$ cat src/rtl/sdrc_app_arb_if.sv
// Application request bus between the arbiter and sdrc_core.
//   master : arbiter side, drives request/write-data fields, receives core strobes
//   slave  : core side, receives request/write-data fields, drives strobes/read data
// Signals:
//   app_req / app_req_addr / app_req_len / app_req_wr_n : request and its fields
//   app_req_ack     : core accepted the request
//   app_wr_data / app_wr_en_n : write data and active-low byte enables
//   app_wr_next_req : core consumed one write beat
//   app_rd_valid / app_rd_data : read beat
//   app_last_rd / app_last_wr  : final beat of the current burst
interface sdrc_app_arb_if #(
  parameter int APP_AW = 26,
  parameter int dw     = 32,
  parameter int bl     = 9
);
  logic              app_req;
  logic [APP_AW-1:0] app_req_addr;
  logic [bl-1:0]     app_req_len;
  logic              app_req_wr_n;
  logic              app_req_ack;
  logic [dw-1:0]     app_wr_data;
  logic [dw/8-1:0]   app_wr_en_n;
  logic              app_wr_next_req;
  logic              app_rd_valid;
  logic [dw-1:0]     app_rd_data;
  logic              app_last_rd;
  logic              app_last_wr;

  modport master (
    output app_req, app_req_addr, app_req_len, app_req_wr_n,
    output app_wr_data, app_wr_en_n,
    input  app_req_ack, app_wr_next_req, app_rd_valid, app_rd_data,
    input  app_last_rd, app_last_wr
  );

  modport slave (
    input  app_req, app_req_addr, app_req_len, app_req_wr_n,
    input  app_wr_data, app_wr_en_n,
    output app_req_ack, app_wr_next_req, app_rd_valid, app_rd_data,
    output app_last_rd, app_last_wr
  );
endinterface

$ cat src/rtl/sdrc_app_arb.sv
// Round-robin arbiter sharing the sdrc_core application request interface
// among NP requesters. One requester owns the bus from grant until the last
// write or read beat of its burst; data handshakes are steered only to it.
// Ports:
//   sdram_clk, sdram_resetn : controller clock, async active-low reset
//   sdr_init_done           : no new grant while low
//   p_req/p_req_addr/p_req_len/p_req_wr_n : per-port request fields (port i
//                             at slice i of each packed vector)
//   p_req_ack               : per-port request accepted
//   p_wr_data/p_wr_en_n     : per-port write data / active-low byte enables
//   p_wr_next/p_last_wr     : per-port write advance / last write beat
//   p_rd_valid/p_last_rd    : per-port read valid / last read beat
//   p_rd_data               : read data broadcast to all ports
//   app                     : core-side application bus (master modport)
//   arb_grant               : one-hot current owner, 0 when idle
//   arb_busy                : transaction in progress
module sdrc_app_arb #(
  parameter int NP     = 4,
  parameter int APP_AW = 26,
  parameter int dw     = 32,
  parameter int bl     = 9
) (
  input  logic                 sdram_clk,
  input  logic                 sdram_resetn,
  input  logic                 sdr_init_done,
  input  logic [NP-1:0]        p_req,
  input  logic [NP*APP_AW-1:0] p_req_addr,
  input  logic [NP*bl-1:0]     p_req_len,
  input  logic [NP-1:0]        p_req_wr_n,
  output logic [NP-1:0]        p_req_ack,
  input  logic [NP*dw-1:0]     p_wr_data,
  input  logic [NP*dw/8-1:0]   p_wr_en_n,
  output logic [NP-1:0]        p_wr_next,
  output logic [NP-1:0]        p_rd_valid,
  output logic [NP-1:0]        p_last_rd,
  output logic [NP-1:0]        p_last_wr,
  output logic [dw-1:0]        p_rd_data,
  sdrc_app_arb_if.master       app,
  output logic [NP-1:0]        arb_grant,
  output logic                 arb_busy
);

  localparam int BW = dw / 8;
  localparam int PW = $clog2(NP);

  typedef enum logic [1:0] {IDLE, REQ, WDATA, RDATA} state_t;

  state_t        state, state_nxt;
  logic [PW-1:0] ptr;        // round-robin priority pointer
  logic [PW-1:0] gidx;       // index of the granted port
  logic [PW-1:0] sel_idx;
  logic [PW-1:0] cand;
  logic          sel_found;
  logic          done;       // last beat of the owner's burst this cycle

  // First requesting port at or above the pointer, wrapping modulo NP.
  always_comb begin
    sel_found = 1'b0;
    sel_idx   = '0;
    cand      = '0;
    for (int unsigned i = 0; i < NP; i++) begin
      cand = PW'((32'(ptr) + i) % NP);
      if (!sel_found && p_req[cand]) begin
        sel_found = 1'b1;
        sel_idx   = cand;
      end
    end
  end

  // State register
  always_ff @(posedge sdram_clk or negedge sdram_resetn) begin
    if (!sdram_resetn) state <= IDLE;
    else               state <= state_nxt;
  end

  // Next-state logic
  always_comb begin
    state_nxt = state;
    done      = 1'b0;
    case (state)
      IDLE: begin
        if (sdr_init_done && sel_found) state_nxt = REQ;
      end
      REQ: begin
        if (app.app_req_ack) state_nxt = p_req_wr_n[gidx] ? RDATA : WDATA;
      end
      WDATA: begin
        if (app.app_wr_next_req && app.app_last_wr) begin
          state_nxt = IDLE;
          done      = 1'b1;
        end
      end
      RDATA: begin
        if (app.app_rd_valid && app.app_last_rd) begin
          state_nxt = IDLE;
          done      = 1'b1;
        end
      end
      default: state_nxt = IDLE;
    endcase
  end

  // Grant and pointer registers. The grant is loaded only on the IDLE->REQ
  // transition, so a completed owner always leaves at least one IDLE cycle.
  always_ff @(posedge sdram_clk or negedge sdram_resetn) begin
    if (!sdram_resetn) begin
      arb_grant <= '0;
      gidx      <= '0;
      ptr       <= '0;
    end else if (state == IDLE && state_nxt == REQ) begin
      arb_grant <= {{(NP-1){1'b0}}, 1'b1} << sel_idx;
      gidx      <= sel_idx;
    end else if (done) begin
      arb_grant <= '0;
      ptr       <= (gidx == PW'(NP - 1)) ? '0 : gidx + 1'b1;
    end
  end

  // Output logic: request fields follow the owner; strobes reach only the
  // owner and only in the phase matching its transfer direction.
  always_comb begin
    app.app_req      = 1'b0;
    app.app_req_addr = '0;
    app.app_req_len  = '0;
    app.app_req_wr_n = 1'b0;
    app.app_wr_data  = '0;
    app.app_wr_en_n  = '1;
    p_req_ack        = '0;
    p_wr_next        = '0;
    p_last_wr        = '0;
    p_rd_valid       = '0;
    p_last_rd        = '0;
    p_rd_data        = app.app_rd_data;
    arb_busy         = (state != IDLE);

    if (state != IDLE) begin
      app.app_req_addr = p_req_addr[gidx*APP_AW +: APP_AW];
      app.app_req_len  = p_req_len[gidx*bl +: bl];
      app.app_req_wr_n = p_req_wr_n[gidx];
    end

    case (state)
      REQ: begin
        app.app_req     = 1'b1;
        p_req_ack[gidx] = app.app_req_ack;
      end
      WDATA: begin
        app.app_wr_data = p_wr_data[gidx*dw +: dw];
        app.app_wr_en_n = p_wr_en_n[gidx*BW +: BW];
        p_wr_next[gidx] = app.app_wr_next_req;
        p_last_wr[gidx] = app.app_last_wr;
      end
      RDATA: begin
        p_rd_valid[gidx] = app.app_rd_valid;
        p_last_rd[gidx]  = app.app_last_rd;
      end
      default: ;
    endcase
  end

endmodule

$ cat src/flat_wrapper.sv
// flat-port wrapper written by rule: the top's interface ports become plain ports
module sdrc_app_arb_flat 
#(
  parameter int NP     = 4,
  parameter int APP_AW = 26,
  parameter int dw     = 32,
  parameter int bl     = 9
)
  (sdram_clk, sdram_resetn, sdr_init_done, p_req, p_req_addr, p_req_len, p_req_wr_n, p_req_ack, p_wr_data, p_wr_en_n, p_wr_next, p_rd_valid, p_last_rd, p_last_wr, p_rd_data, arb_grant, arb_busy, app_app_req, app_app_req_addr, app_app_req_len, app_app_req_wr_n, app_app_wr_data, app_app_wr_en_n, app_app_req_ack, app_app_wr_next_req, app_app_rd_valid, app_app_rd_data, app_app_last_rd, app_app_last_wr);
  sdrc_app_arb_if #(.APP_AW(APP_AW), .dw(dw), .bl(bl)) app_i ();
  input  logic sdram_clk;
  input  logic sdram_resetn;
  input  logic sdr_init_done;
  input  logic [NP-1:0] p_req;
  input  logic [NP*APP_AW-1:0] p_req_addr;
  input  logic [NP*bl-1:0] p_req_len;
  input  logic [NP-1:0] p_req_wr_n;
  output logic [NP-1:0] p_req_ack;
  input  logic [NP*dw-1:0] p_wr_data;
  input  logic [NP*dw/8-1:0] p_wr_en_n;
  output logic [NP-1:0] p_wr_next;
  output logic [NP-1:0] p_rd_valid;
  output logic [NP-1:0] p_last_rd;
  output logic [NP-1:0] p_last_wr;
  output logic [dw-1:0] p_rd_data;
  output logic [NP-1:0] arb_grant;
  output logic arb_busy;
  output wire logic [$bits(app_i.app_req)-1:0] app_app_req;
  output wire logic [$bits(app_i.app_req_addr)-1:0] app_app_req_addr;
  output wire logic [$bits(app_i.app_req_len)-1:0] app_app_req_len;
  output wire logic [$bits(app_i.app_req_wr_n)-1:0] app_app_req_wr_n;
  output wire logic [$bits(app_i.app_wr_data)-1:0] app_app_wr_data;
  output wire logic [$bits(app_i.app_wr_en_n)-1:0] app_app_wr_en_n;
  input wire logic [$bits(app_i.app_req_ack)-1:0] app_app_req_ack;
  input wire logic [$bits(app_i.app_wr_next_req)-1:0] app_app_wr_next_req;
  input wire logic [$bits(app_i.app_rd_valid)-1:0] app_app_rd_valid;
  input wire logic [$bits(app_i.app_rd_data)-1:0] app_app_rd_data;
  input wire logic [$bits(app_i.app_last_rd)-1:0] app_app_last_rd;
  input wire logic [$bits(app_i.app_last_wr)-1:0] app_app_last_wr;
  assign app_app_req = app_i.app_req;
  assign app_app_req_addr = app_i.app_req_addr;
  assign app_app_req_len = app_i.app_req_len;
  assign app_app_req_wr_n = app_i.app_req_wr_n;
  assign app_app_wr_data = app_i.app_wr_data;
  assign app_app_wr_en_n = app_i.app_wr_en_n;
  assign app_i.app_req_ack = app_app_req_ack;
  assign app_i.app_wr_next_req = app_app_wr_next_req;
  assign app_i.app_rd_valid = app_app_rd_valid;
  assign app_i.app_rd_data = app_app_rd_data;
  assign app_i.app_last_rd = app_app_last_rd;
  assign app_i.app_last_wr = app_app_last_wr;
  sdrc_app_arb #(.NP(NP), .APP_AW(APP_AW), .dw(dw), .bl(bl)) u_core (.sdram_clk(sdram_clk), .sdram_resetn(sdram_resetn), .sdr_init_done(sdr_init_done), .p_req(p_req), .p_req_addr(p_req_addr), .p_req_len(p_req_len), .p_req_wr_n(p_req_wr_n), .p_req_ack(p_req_ack), .p_wr_data(p_wr_data), .p_wr_en_n(p_wr_en_n), .p_wr_next(p_wr_next), .p_rd_valid(p_rd_valid), .p_last_rd(p_last_rd), .p_last_wr(p_last_wr), .p_rd_data(p_rd_data), .app(app_i), .arb_grant(arb_grant), .arb_busy(arb_busy));
endmodule
$ cat config.mk
export PLATFORM = sky130hd
export DESIGN_NAME = sdrc_app_arb_flat
export DESIGN_NICKNAME = d
export VERILOG_FILES = /design/src/rtl/sdrc_app_arb_if.sv /design/src/rtl/sdrc_app_arb.sv /design/src/flat_wrapper.sv
export SDC_FILE = /design/constraint.sdc
export NUM_CORES = 1
export LEC_CHECK = 0
export ABC_AREA = 1
export CAP_MARGIN = 20
export CELL_PAD_IN_SITES_DETAIL_PLACEMENT = 1
export CELL_PAD_IN_SITES_GLOBAL_PLACEMENT = 1
export CORE_AREA = 2 2 180 182
export CTS_CLUSTER_DIAMETER = 40
export DETAILED_ROUTE_END_ITERATION = 12
export DIE_AREA = 0 0 182 184
export HOLD_SLACK_MARGIN = 0.02
export PLACE_DENSITY = 0.82
export SLEW_MARGIN = 40
export SYNTH_ARGS = -nofsm -noshare
export SYNTH_HDL_FRONTEND = slang
export SYNTH_SLANG_ARGS = --single-unit
$ cat constraint.sdc
create_clock -name sdram_clk -period 1.7 [get_ports sdram_clk]
set_clock_uncertainty 0.05 [all_clocks]
set_input_delay 0.17 -clock sdram_clk [delete_from_list [all_inputs] [get_ports sdram_clk]]
set_output_delay 0.17 -clock sdram_clk [all_outputs]
set_load 0.05 [all_outputs]
# Yosys cells after proc, flatten, opt, wreduce, memory -nomap -nowiden
# Cells that the tools add are included.
[totals] input_bits=332 elab_cells=90 reg_bits=10
[classes] n_lt_le_gt_ge=6 n_mux=43 mul=2 add_sub_neg=4 bitwise=6 shift=5 n_eq_ne=5 reduce_logical=15
[op_table] operator="variable part select 128 x 8 -> 32 bit" count=1
[op_table] operator="variable part select 104 x 8 -> 26 bit" count=1
[op_table] operator="variable part select 36 x 7 -> 9 bit" count=1
[op_table] operator="two-way mux 32 bit" count=1
[op_table] operator="two-way mux 4 bit" count=8
[op_table] operator="two-way mux 26 bit" count=1
[op_table] operator="AND 4 bit" count=5
[op_table] operator="two-way mux 2 bit" count=9
[op_table] operator="variable part select 16 x 5 -> 4 bit" count=1
[op_table] operator="< comparator 2 x 3 -> 1 bit (second input constant)" count=5
[op_table] operator="two-way mux 1 bit" count=15
[op_table] operator="multiplier 2 x 4 -> 6 bit (second input constant)" count=2
[op_table] operator="binary-select mux 1 bit (select 2 bit)" count=5
[op_table] operator="two-way mux 9 bit" count=1
[op_table] operator="logical AND 1 bit" count=8
[op_table] operator="case mux 2 bit (4 select lines)" count=1
[op_table] operator="== test 2 bit (second input constant)" count=3
[op_table] operator="adder 2 x 1 -> 2 bit (second input constant)" count=2
[op_table] operator="adder 2 bit (second input constant)" count=2
[op_table] operator="== test 2 x 1 -> 1 bit (second input constant)" count=2
[op_table] operator="nonzero test 2 bit" count=2
[op_table] operator="<< shifter 1 x 2 -> 4 bit (first input constant)" count=1
[op_table] operator="zero test 1 bit" count=3
[op_table] operator="demux 1 bit (select 2 bit)" count=1
[op_table] operator="other kinds (5)" count=5

# Depth between registers and ports, before layout
# Gate-level depths: netlist of run 1.
[depth] word_depth=19 depth_mapped=13 depth_no_buf=12

# Least setup slack after synthesis of run 1
# Ideal clock, no wire load.
[synth_path] path_kind="flip-flop to output port" from="register u_core.gidx[0]" to="output app_app_wr_en_n[2]" path_slack_ps=-1296 stages_incl_launch_ff=5 arrival_time_ps=2776 t_required_ps=1480 path_buffers=2 cell_sequence="dfrtp_1 buf_2 clkbuf_1 nor2_1 o311ai_0"
[synth_between] elab_chain_cells=2
[synth_rtl] item="start: declaration" line_no="sdrc_app_arb.sv:50" source="logic [PW-1:0] gidx;"
[synth_rtl] item="start signal: assignment" line_no="sdrc_app_arb.sv:112" source="gidx <= sel_idx;"
[synth_rtl] item="variable part select 16 x 5 -> 4 bit" line_no="sdrc_app_arb.sv:149" source="app.app_wr_en_n = p_wr_en_n[gidx*BW +: BW];"
[synth_rtl] item="two-way mux 4 bit" line_no="sdrc_app_arb.sv:142" source="case (state)"
[synth_rtl] item="end: declaration" line_no="flat_wrapper.sv:33" source="output wire logic [$bits(app_i.app_wr_en_n)-1:0] app_app_wr_en_n;"
# No other way between the ends.

# Final worst setup path of run 1
[layout_path] from="register u_core.gidx[0]" to="output p_rd_valid[2]"
[layout_between] elab_chain_cells=6 word_cells_on_any_way=7 cone_classes="order compare: 2; mux: 3; bitwise: 1; reduce/logical: 1"
[layout_rtl] item="< comparator 2 x 3 -> 1 bit (not written as such) / greater-or-equal comparator 2 x 1 -> 1 bit (equally long branches)" line_no="sdrc_app_arb.sv:154" source="p_rd_valid[gidx] = app.app_rd_valid;"
[layout_rtl] item="logical AND 1 bit (not written as such)" line_no="sdrc_app_arb.sv:154"
[layout_rtl] item="two-way mux 1 bit (not written as such)" line_no="sdrc_app_arb.sv:154"
[layout_rtl] item="demux 1 bit (select 2 bit) (*)"
[layout_rtl] item="AND 4 bit (no line) (*)"
[layout_rtl] item="two-way mux 4 bit (*)" line_no="sdrc_app_arb.sv:142"
[layout_rtl] item="end: declaration" line_no="flat_wrapper.sv:22" source="output logic [NP-1:0] p_rd_valid;"
# Mark *: on every way between the ends. The rest lies on a longest branch, timed or not.

==> metrics, run 1 <==
net switching share of the total power ~54%; Post-synth top cells 309 x sky130_fd_sc_hd__nor2_1, 144 x sky130_fd_sc_hd__o21ai_0, 68 x sky130_fd_sc_hd__a21oi_1, 51 x sky130_fd_sc_hd__nand2_1, 35 x sky130_fd_sc_hd__clkbuf_1; Post-Syn Nets 1075; gr ovfl total 0; count of unique library cells instantiated by Yosys 27; commonest register cell after synthesis sky130_fd_sc_hd__dfrtp_1; CP Data Required Time 1.48 ns; kind of path behind the tightest hold check in2async; Pint ~11 mW; clock buffers created by TritonCTS 3; core region area about 31000 sq um; final count of pins violating max slew 0; violated checks setup timing; # nets final about 1.5k; CTS Buffer Depth 2; status complete, but fails checks; largest net degree at the start of global routing 34; worst slew pin tran 0.564 ns; number of clock sinks 10; leakage power summed over all cells 4.34 nW; share of final-layout standard cells stronger than drive strength 1 42.9%; Top-Level Pins 462; Final Critical Period 2.06 ns; type of element launching the critical path flip-flop; cell count after synthesis about 740; per-cell via count in the routed design 4.39; per-cell routed wire length 20.4 um; fraction of the mapped netlist area in compound gates roughly a third; global-route wire length before repair 43000 um; multiplexer fraction of the synthesized cell area 0%; most frequently used cell type in the post-synthesis netlist sky130_fd_sc_hd__nor2_1; global router's overall resource usage 16.6%; root buffer cell sky130_fd_sc_hd__clkbuf_16; area leader, netlist sky130_fd_sc_hd__nor2_1; Die X 182 um; Final WS setup -0.357 ns; worst slew slack as a fraction of its limit between 60% and 70%; clock tree from TritonCTS built; Crit Path Max Fanout 6; Placement Setup Slack -0.148 ns; placed cell areas 10100 sq um; Pwr Density 1980 nW/um^2; final cycle utilization of the critical path 121%; dominant combinational cell family by area after synthesis simple AND/OR/NAND/NOR gates; Psw between 10 and 15 mW; final hold slack about 0.23 ns; area share of the largest cell type after synthesis 32.3%; routability congestion estimate a little under 0.9; xor/xnor cell area share of the yosys netlist 0%; Starting DRT DRC Count 187; CP arrival 1.84 ns; fraction of the mapped netlist area in simple logic gates 44.2%; number of synthesized flops with an enable pin 0; share of synthesized cell area in full adder, half adder and majority cells 1.39%; critical setup path kind reg2out; clock group share of total power 2.2%; initial cell density of the core between 10% and 20%; synthesized area 3590 sq um; placed wire-length estimate after detailed placement 22900 um; Vert. Die Dim 184 um; count of yosys warnings during synthesis 0; Setup TNS Final -24.13 ns; achievable clock frequency around 490 MHz; number of rows in the core area 65; share of async-settable or async-resettable flops after synthesis between 90% and 100%; post-synthesis average cell area about 4.9 sq um; number of maximum-capacitance violations 0; antenna violations before repair 4; Synth area leaders sky130_fd_sc_hd__nor2_1 32%, sky130_fd_sc_hd__o21ai_0 20%, sky130_fd_sc_hd__a21oi_1 9.5%; count of buffers from port buffering 397; register area share after synthesis 6.97%; area overhead of the layout relative to synthesis 226%; RSZ-0062 raised after global routing true; CP endpoint kind output port; Reg power frac 2.2%; number of synthesized register bits 10; Post-CTS Hold Buffers 0; clock latency on the worst-skew pair 0.25 ns; Setup Viol. Count Final 99; total number of vias 6822; final design instance area without fill 11700 sq um; CTS clock-pin slew for the worst setup and hold paths 0.05 ns; antenna violation net count after detailed routing 0; total detailed-routing wirelength ~32000 um; DIE AREA ~33000 sq um; Worst IR Drop VDD 846 uV; Final Hold Violating Endpoints 0; remaining design rule violation count 0; level count of the clock H-tree 1; detailed-routing iteration count for the pre-antenna-repair pass 6; power share of the combinational group between 90% and 100%; number of global-route vias before repair 7498
registers in the layout, summed over array words and instances (netlist names):
register / count
u_core.arb_grant: 4
u_core.gidx: 2
u_core.ptr: 2
u_core.state: 2
layer usage:
layer	wire length [um]	global-route usage (%)	vias up
li1	-	-	3210
met1	12400	18.3	3277
met2	16300	30.8	276
met3	1960	4.06	59
met4	975	5.68	0
met5	0	0	-
worst max-delay path, stage by stage (launching register included):
cell and delay [ns]:
sky130_fd_sc_hd__dfrtp_4 0.50, sky130_fd_sc_hd__buf_12 0.16, sky130_fd_sc_hd__inv_12 0.07, sky130_fd_sc_hd__buf_12 0.12, sky130_fd_sc_hd__ha_4 0.14, sky130_fd_sc_hd__clkinvlp_4 0.22
sky130_fd_sc_hd__nor2_4 0.20, sky130_fd_sc_hd__buf_12 0.15
cells by family after synthesis:
| logic type | count (synthesis) |
|---|---|
| AOI/OAI and AO/OA | 219 |
| and+or+nand+nor | 394 |
| buffers and inverters | 112 |
| DFF | 10 |
| adders and majority gates | 4 |
through the flow:
step	total power [mW]	utilization (%)	cells
after CTS	21.3	34.6	1527
after global placement	18.4	32.0	1506
after detailed placement	18.8	32.0	1506
after global routing	24.3	37.3	1553
final	23.2	37.3	1553
after floorplan	10.7	-	739
final cells by class:
class	count	area [sq um]
diodes	3	7.51
clock buffers	4	88.8
fillers	3578	19700
inverters	25	155
multi-input cells	617	4390
flip-flops and latches	10	260
well taps	402	503
repair buffers	491	6290
repair inverters	1	8.76
cells in the final DEF, fill, tap and decap left out, types with 2 or more instances in the layout:
cell and count:
sky130_fd_sc_hd__nand3_1 7, sky130_fd_sc_hd__nor2_4 40, sky130_fd_sc_hd__inv_8 2, sky130_fd_sc_hd__nor2_2 35, sky130_fd_sc_hd__nand2_1 35, sky130_fd_sc_hd__nand3_2 6, sky130_fd_sc_hd__clkinv_8 2, sky130_fd_sc_hd__o311ai_4 4
sky130_fd_sc_hd__a21oi_2 11, sky130_fd_sc_hd__a21oi_4 57, sky130_fd_sc_hd__buf_4 45, sky130_fd_sc_hd__o21ai_2 89, sky130_fd_sc_hd__o21ai_0 5, sky130_fd_sc_hd__inv_2 5, sky130_fd_sc_hd__nand4_1 3, sky130_fd_sc_hd__buf_16 8
sky130_fd_sc_hd__dfrtp_2 2, sky130_fd_sc_hd__nor2_1 236, sky130_fd_sc_hd__nand2_2 21, sky130_fd_sc_hd__buf_12 115, sky130_fd_sc_hd__dfrtp_1 6, sky130_fd_sc_hd__buf_8 3, sky130_fd_sc_hd__inv_6 2, sky130_fd_sc_hd__nand2_4 9
sky130_fd_sc_hd__clkdlybuf4s50_1 299, sky130_fd_sc_hd__ha_4 4, sky130_fd_sc_hd__inv_1 13, sky130_fd_sc_hd__clkbuf_16 13, sky130_fd_sc_hd__diode_2 3, sky130_fd_sc_hd__o21ai_1 51, sky130_fd_sc_hd__buf_6 10, sky130_fd_sc_hd__dfrtp_4 2
power groups by stage:
stage          registers (mW)  clock network (mW)  logic (mW)
2_1_floorplan           0.501                   0        10.2
3_3_place_gp            0.481                   0        18.0
3_5_place_dp            0.492                   0        18.3
4_1_cts                 0.474               0.505        20.3
5_1_grt                 0.515               0.511        23.3
6_report                0.501               0.506        22.1
worst paths after layout:
| check | start | to | slack, ns | cells after the start |
|---|---|---|---|---|
| min reg2reg | u_core.arb_grant[2]$_DFFE_PN0P_ | u_core.arb_grant[2]$_DFFE_PN0P_ | 0.43 | 2 |
| max in group asynchronous | sdram_resetn | u_core.gidx[0]$_DFFE_PN0P_ | 0.95 | 1 |
| min | sdram_resetn | u_core.state[0]$_DFF_PN0_ | 0.23 | 1 |
| min in group sdram_clk | app_app_rd_data[24] | p_rd_data[24] | 0.29 | 0 |
| max reg2reg | u_core.ptr[0]$_DFFE_PN0P_ | u_core.arb_grant[3]$_DFFE_PN0P_ | -0.07 | 12 |
| max | u_core.gidx[0]$_DFFE_PN0P_ | p_rd_valid[2] | -0.36 | 7 |
repair_timing:
item                                    4_1_cts  5_1_grt
gates resized for setup                     236      138
endpoints found under the setup margin       93      101
pin swaps                                    38       48
setup buffers                                12       12
cloned                                        6       13
(Power assumes the default switching activity.)
==> run 2, diff against run 1 <==
Settings changed: ABC_AREA 1 to 0, CORE_AREA 2 2 180 182 to 2 2 179 181, DIE_AREA 0 0 182 184 to 0 0 181 183, PLACE_DENSITY 0.82 to 0.72.
==> metrics, run 2 <==
status complete, but fails checks; violated checks setup timing; Final Critical Period 2.13 ns (+0.0713 ns); Worst IR Drop VDD 841 uV (-0.56%); depth of the worst register-to-register path 6 (-6); Reg power frac 3.6% (+1.4 points); final core utilization 30.1% (-7.2 points); count of buffers from port buffering 397 (unchanged); most frequently used cell type in the post-synthesis netlist sky130_fd_sc_hd__mux4_2; commonest register cell after synthesis sky130_fd_sc_hd__dfrtp_1; CTS Buffer Depth 2 (unchanged); largest net degree at the start of global routing 33 (-2.9%); Vert. Die Dim 183 um (-0.54%); Setup Viol. Count Final 94 (-5.1%); number of clock sinks 10 (unchanged); Synth area leaders sky130_fd_sc_hd__mux4_2 51%, sky130_fd_sc_hd__buf_4 8.2%, sky130_fd_sc_hd__and2_1 7.8%; largest register by flop count u_core.arb_grant; Post-synth top cells 72 x sky130_fd_sc_hd__mux4_2, 40 x sky130_fd_sc_hd__and2_1, 39 x sky130_fd_sc_hd__nor2b_1, 35 x sky130_fd_sc_hd__buf_4, 16 x sky130_fd_sc_hd__and3_1; global-route wire length before repair 33100 um (-23%); routability congestion estimate 0.788 (-11%); total number of vias 4364 (-36%); antenna violation net count after detailed routing 0 (unchanged); critical setup path kind reg2out; CP endpoint kind output port; Pwr Density 1610 nW/um^2 (-18%); leakage power summed over all cells 3.67 nW (-15%); Post-CTS Hold Buffers 0 (unchanged); global router's overall resource usage 13.5% (-3.0 points); root buffer cell sky130_fd_sc_hd__clkbuf_16; initial cell density of the core 10.2% (-1.2 points); number of synthesized flops with an enable pin 0 (unchanged); count of unique library cells instantiated by Yosys 29 (+7.4%); Die X 181 um (-0.55%); commonest non-fill, non-tap cell in the layout sky130_fd_sc_hd__clkdlybuf4s50_1; net switching share of the total power 48.0% (-6.5 points); post-placement cell count 1080 (-28%); Final WS setup -0.429 ns (-0.0713 ns); achievable clock frequency 470 MHz (-3.3%); final cycle utilization of the critical path 125% (+4.2 points); critical register-to-register path endpoint u_core.state[0]$_DFF_PN0_; clock buffers created by TritonCTS 3 (unchanged); placed wire-length estimate after detailed placement 19900 um (-13%); Setup TNS Final -30.59 ns (-6.46 ns); type of element launching the critical path flip-flop; Psw 7.29 mW (-42%); area share of the largest cell type after synthesis 50.8% (+18 points); share of async-settable or async-resettable flops after synthesis 100% (unchanged); commonest cells after routing, fill and taps aside 299 x sky130_fd_sc_hd__clkdlybuf4s50_1, 73 x sky130_fd_sc_hd__buf_6, 72 x sky130_fd_sc_hd__mux4_2; share of final-layout standard cells stronger than drive strength 1 52.5% (+9.6 points); # nets final 1045 (-30%); clock tree from TritonCTS built; register area share after synthesis 7.84% (+0.87 points); number of global-route vias before repair 4834 (-36%); R2R setup slack -0.18 ns (-0.11 ns); clock group share of total power 3.1% (+0.9 points); detailed-routing iteration count for the pre-antenna-repair pass 4 (-2); Starting DRT DRC Count 170 (-9.1%); DIE AREA 33100 sq um (-1.1%); post-synthesis average cell area 11.2 sq um (+130%); worst slew slack as a fraction of its limit 62.5% (+0.27 points); number of flip-flops in the largest register 4 (unchanged); final cell count without fillers 1112 (-28%); total design power 15.2 mW (-34%); area leader, netlist sky130_fd_sc_hd__mux4_2; area overhead of the layout relative to synthesis 195%; number of synthesized register bits 10 (unchanged); level count of the clock H-tree 1 (unchanged); antenna violations before repair 4 (unchanged); remaining design rule violation count 0 (unchanged); clock latency on the worst-skew pair 0.24 ns (about the same); total detailed-routing wirelength 23800 um (-25%); number of maximum-capacitance violations 0 (unchanged); Top-Level Pins 462 (unchanged); Final Hold Violating Endpoints 0 (unchanged); number of rows in the core area 65 (unchanged); Crit Path Max Fanout 6 (unchanged); final count of pins violating max slew 0 (unchanged); power share of the combinational group 93.3% (-2.4 points); Post-Syn Nets 622 (-42%); worst slew pin tran 0.562 ns (-0.00223 ns); reg-to-reg critical path startpoint u_core.gidx[0]$_DFFE_PN0P_; per-cell routed wire length 21.4 um (+5.2%); CP Data Required Time 1.48 ns (about the same); RSZ-0062 raised after global routing true; CP arrival 1.91 ns (+0.07 ns); synthesized area 3190 sq um (-11%); kind of path behind the tightest hold check in2async; count of yosys warnings during synthesis 0 (unchanged); cell count after synthesis 286 (-61%); gr ovfl total 0 (unchanged); core region area 31200 sq um (-0.52%); Pint 7.91 mW (-25%); CTS clock-pin slew for the worst setup and hold paths 0.04 ns (about the same); per-cell via count in the routed design 3.92 (-11%)
[run 2: cell families after synthesis]
kind of cell,synth area share [%]
DFF,7.84
AOI/OAI and AO/OA,3.37
and+or+nand+nor,22.8
muxes,51.5
adders and majority gates,1.57
buffers and inverters,13.0
[run 2: stage by stage]
| stage | cell area, sq um | setup WS, ns | hold WS (ns) |
|---|---|---|---|
| 6_report | 9410 | -0.429 | 0.183 |
| 5_1_grt | 9410 | -0.456 | 0.187 |
| 4_1_cts | 9110 | -0.429 | 0.185 |
| 3_5_place_dp | 8100 | -0.466 | 0.290 |
| 3_3_place_gp | 8100 | -0.400 | 0.290 |
| 2_1_floorplan | 3410 | -0.180 | -0.176 |
[run 2: critical path: stages, from the launching register on]
cell and delay (ns):
sky130_fd_sc_hd__dfrtp_4 0.50, sky130_fd_sc_hd__buf_12 0.16, sky130_fd_sc_hd__buf_12 0.13, sky130_fd_sc_hd__buf_16 0.14
sky130_fd_sc_hd__mux4_2 0.44, sky130_fd_sc_hd__nor2b_4 0.16, sky130_fd_sc_hd__buf_8 0.15
[run 2: worst max path at each step]
stage / from / slack, ns / cells after the start / end
CTS: u_core.gidx[0]$_DFFE_PN0P_ / -0.43 / 6 / app_app_req_addr[4]
global route: u_core.gidx[0]$_DFFE_PN0P_ / -0.46 / 6 / app_app_req_addr[8]
global placement: u_core.gidx[0]$_DFFE_PN0P_ / -0.40 / 5 / u_core.state[0]$_DFF_PN0_
floorplan: u_core.gidx[1]$_DFFE_PN0P_ / -0.18 / 3 / app_app_req_addr[25]
detailed placement: u_core.gidx[0]$_DFFE_PN0P_ / -0.47 / 5 / u_core.state[0]$_DFF_PN0_
finish: u_core.gidx[0]$_DFFE_PN0P_ / -0.43 / 6 / app_app_req_addr[8]
[run 2: power groups by stage]
stage	registers, mW	logic, mW	clock network (mW)
global placement	0.523	11.2	0
global route	0.563	14.8	0.506
detailed placement	0.525	11.3	0
CTS	0.531	13.6	0.491
floorplan	0.583	7.15	0
finish	0.542	14.2	0.477
[run 2: what timing repair did]
item                                    in CTS  in global routing
resized for setup                          169                 48
cloned                                       5                  2
setup buffers                               14                  8
endpoints found under the setup margin      94                 99
endpoints found under the hold margin        0                  0
pin swaps                                   12                  8
[run 2: final cells by class]
cell class | count | area, sq um
antenna | 2 | 5.00
clock buffer | 4 | 88.8
fill | 3375 | 21800
inverter | 4 | 25.0
multi-input combinational | 215 | 3150
sequential | 10 | 260
tap | 402 | 503
timing repair buffer | 475 | 5380
[run 2: metal layers]
layer	vias to the layer above	GRT usage, %	wire, um
li1	1925	-	-
met1	2200	16.0	9000
met2	223	25.1	12700
met3	16	3.65	1880
met4	0	1.59	237
met5	-	0	0
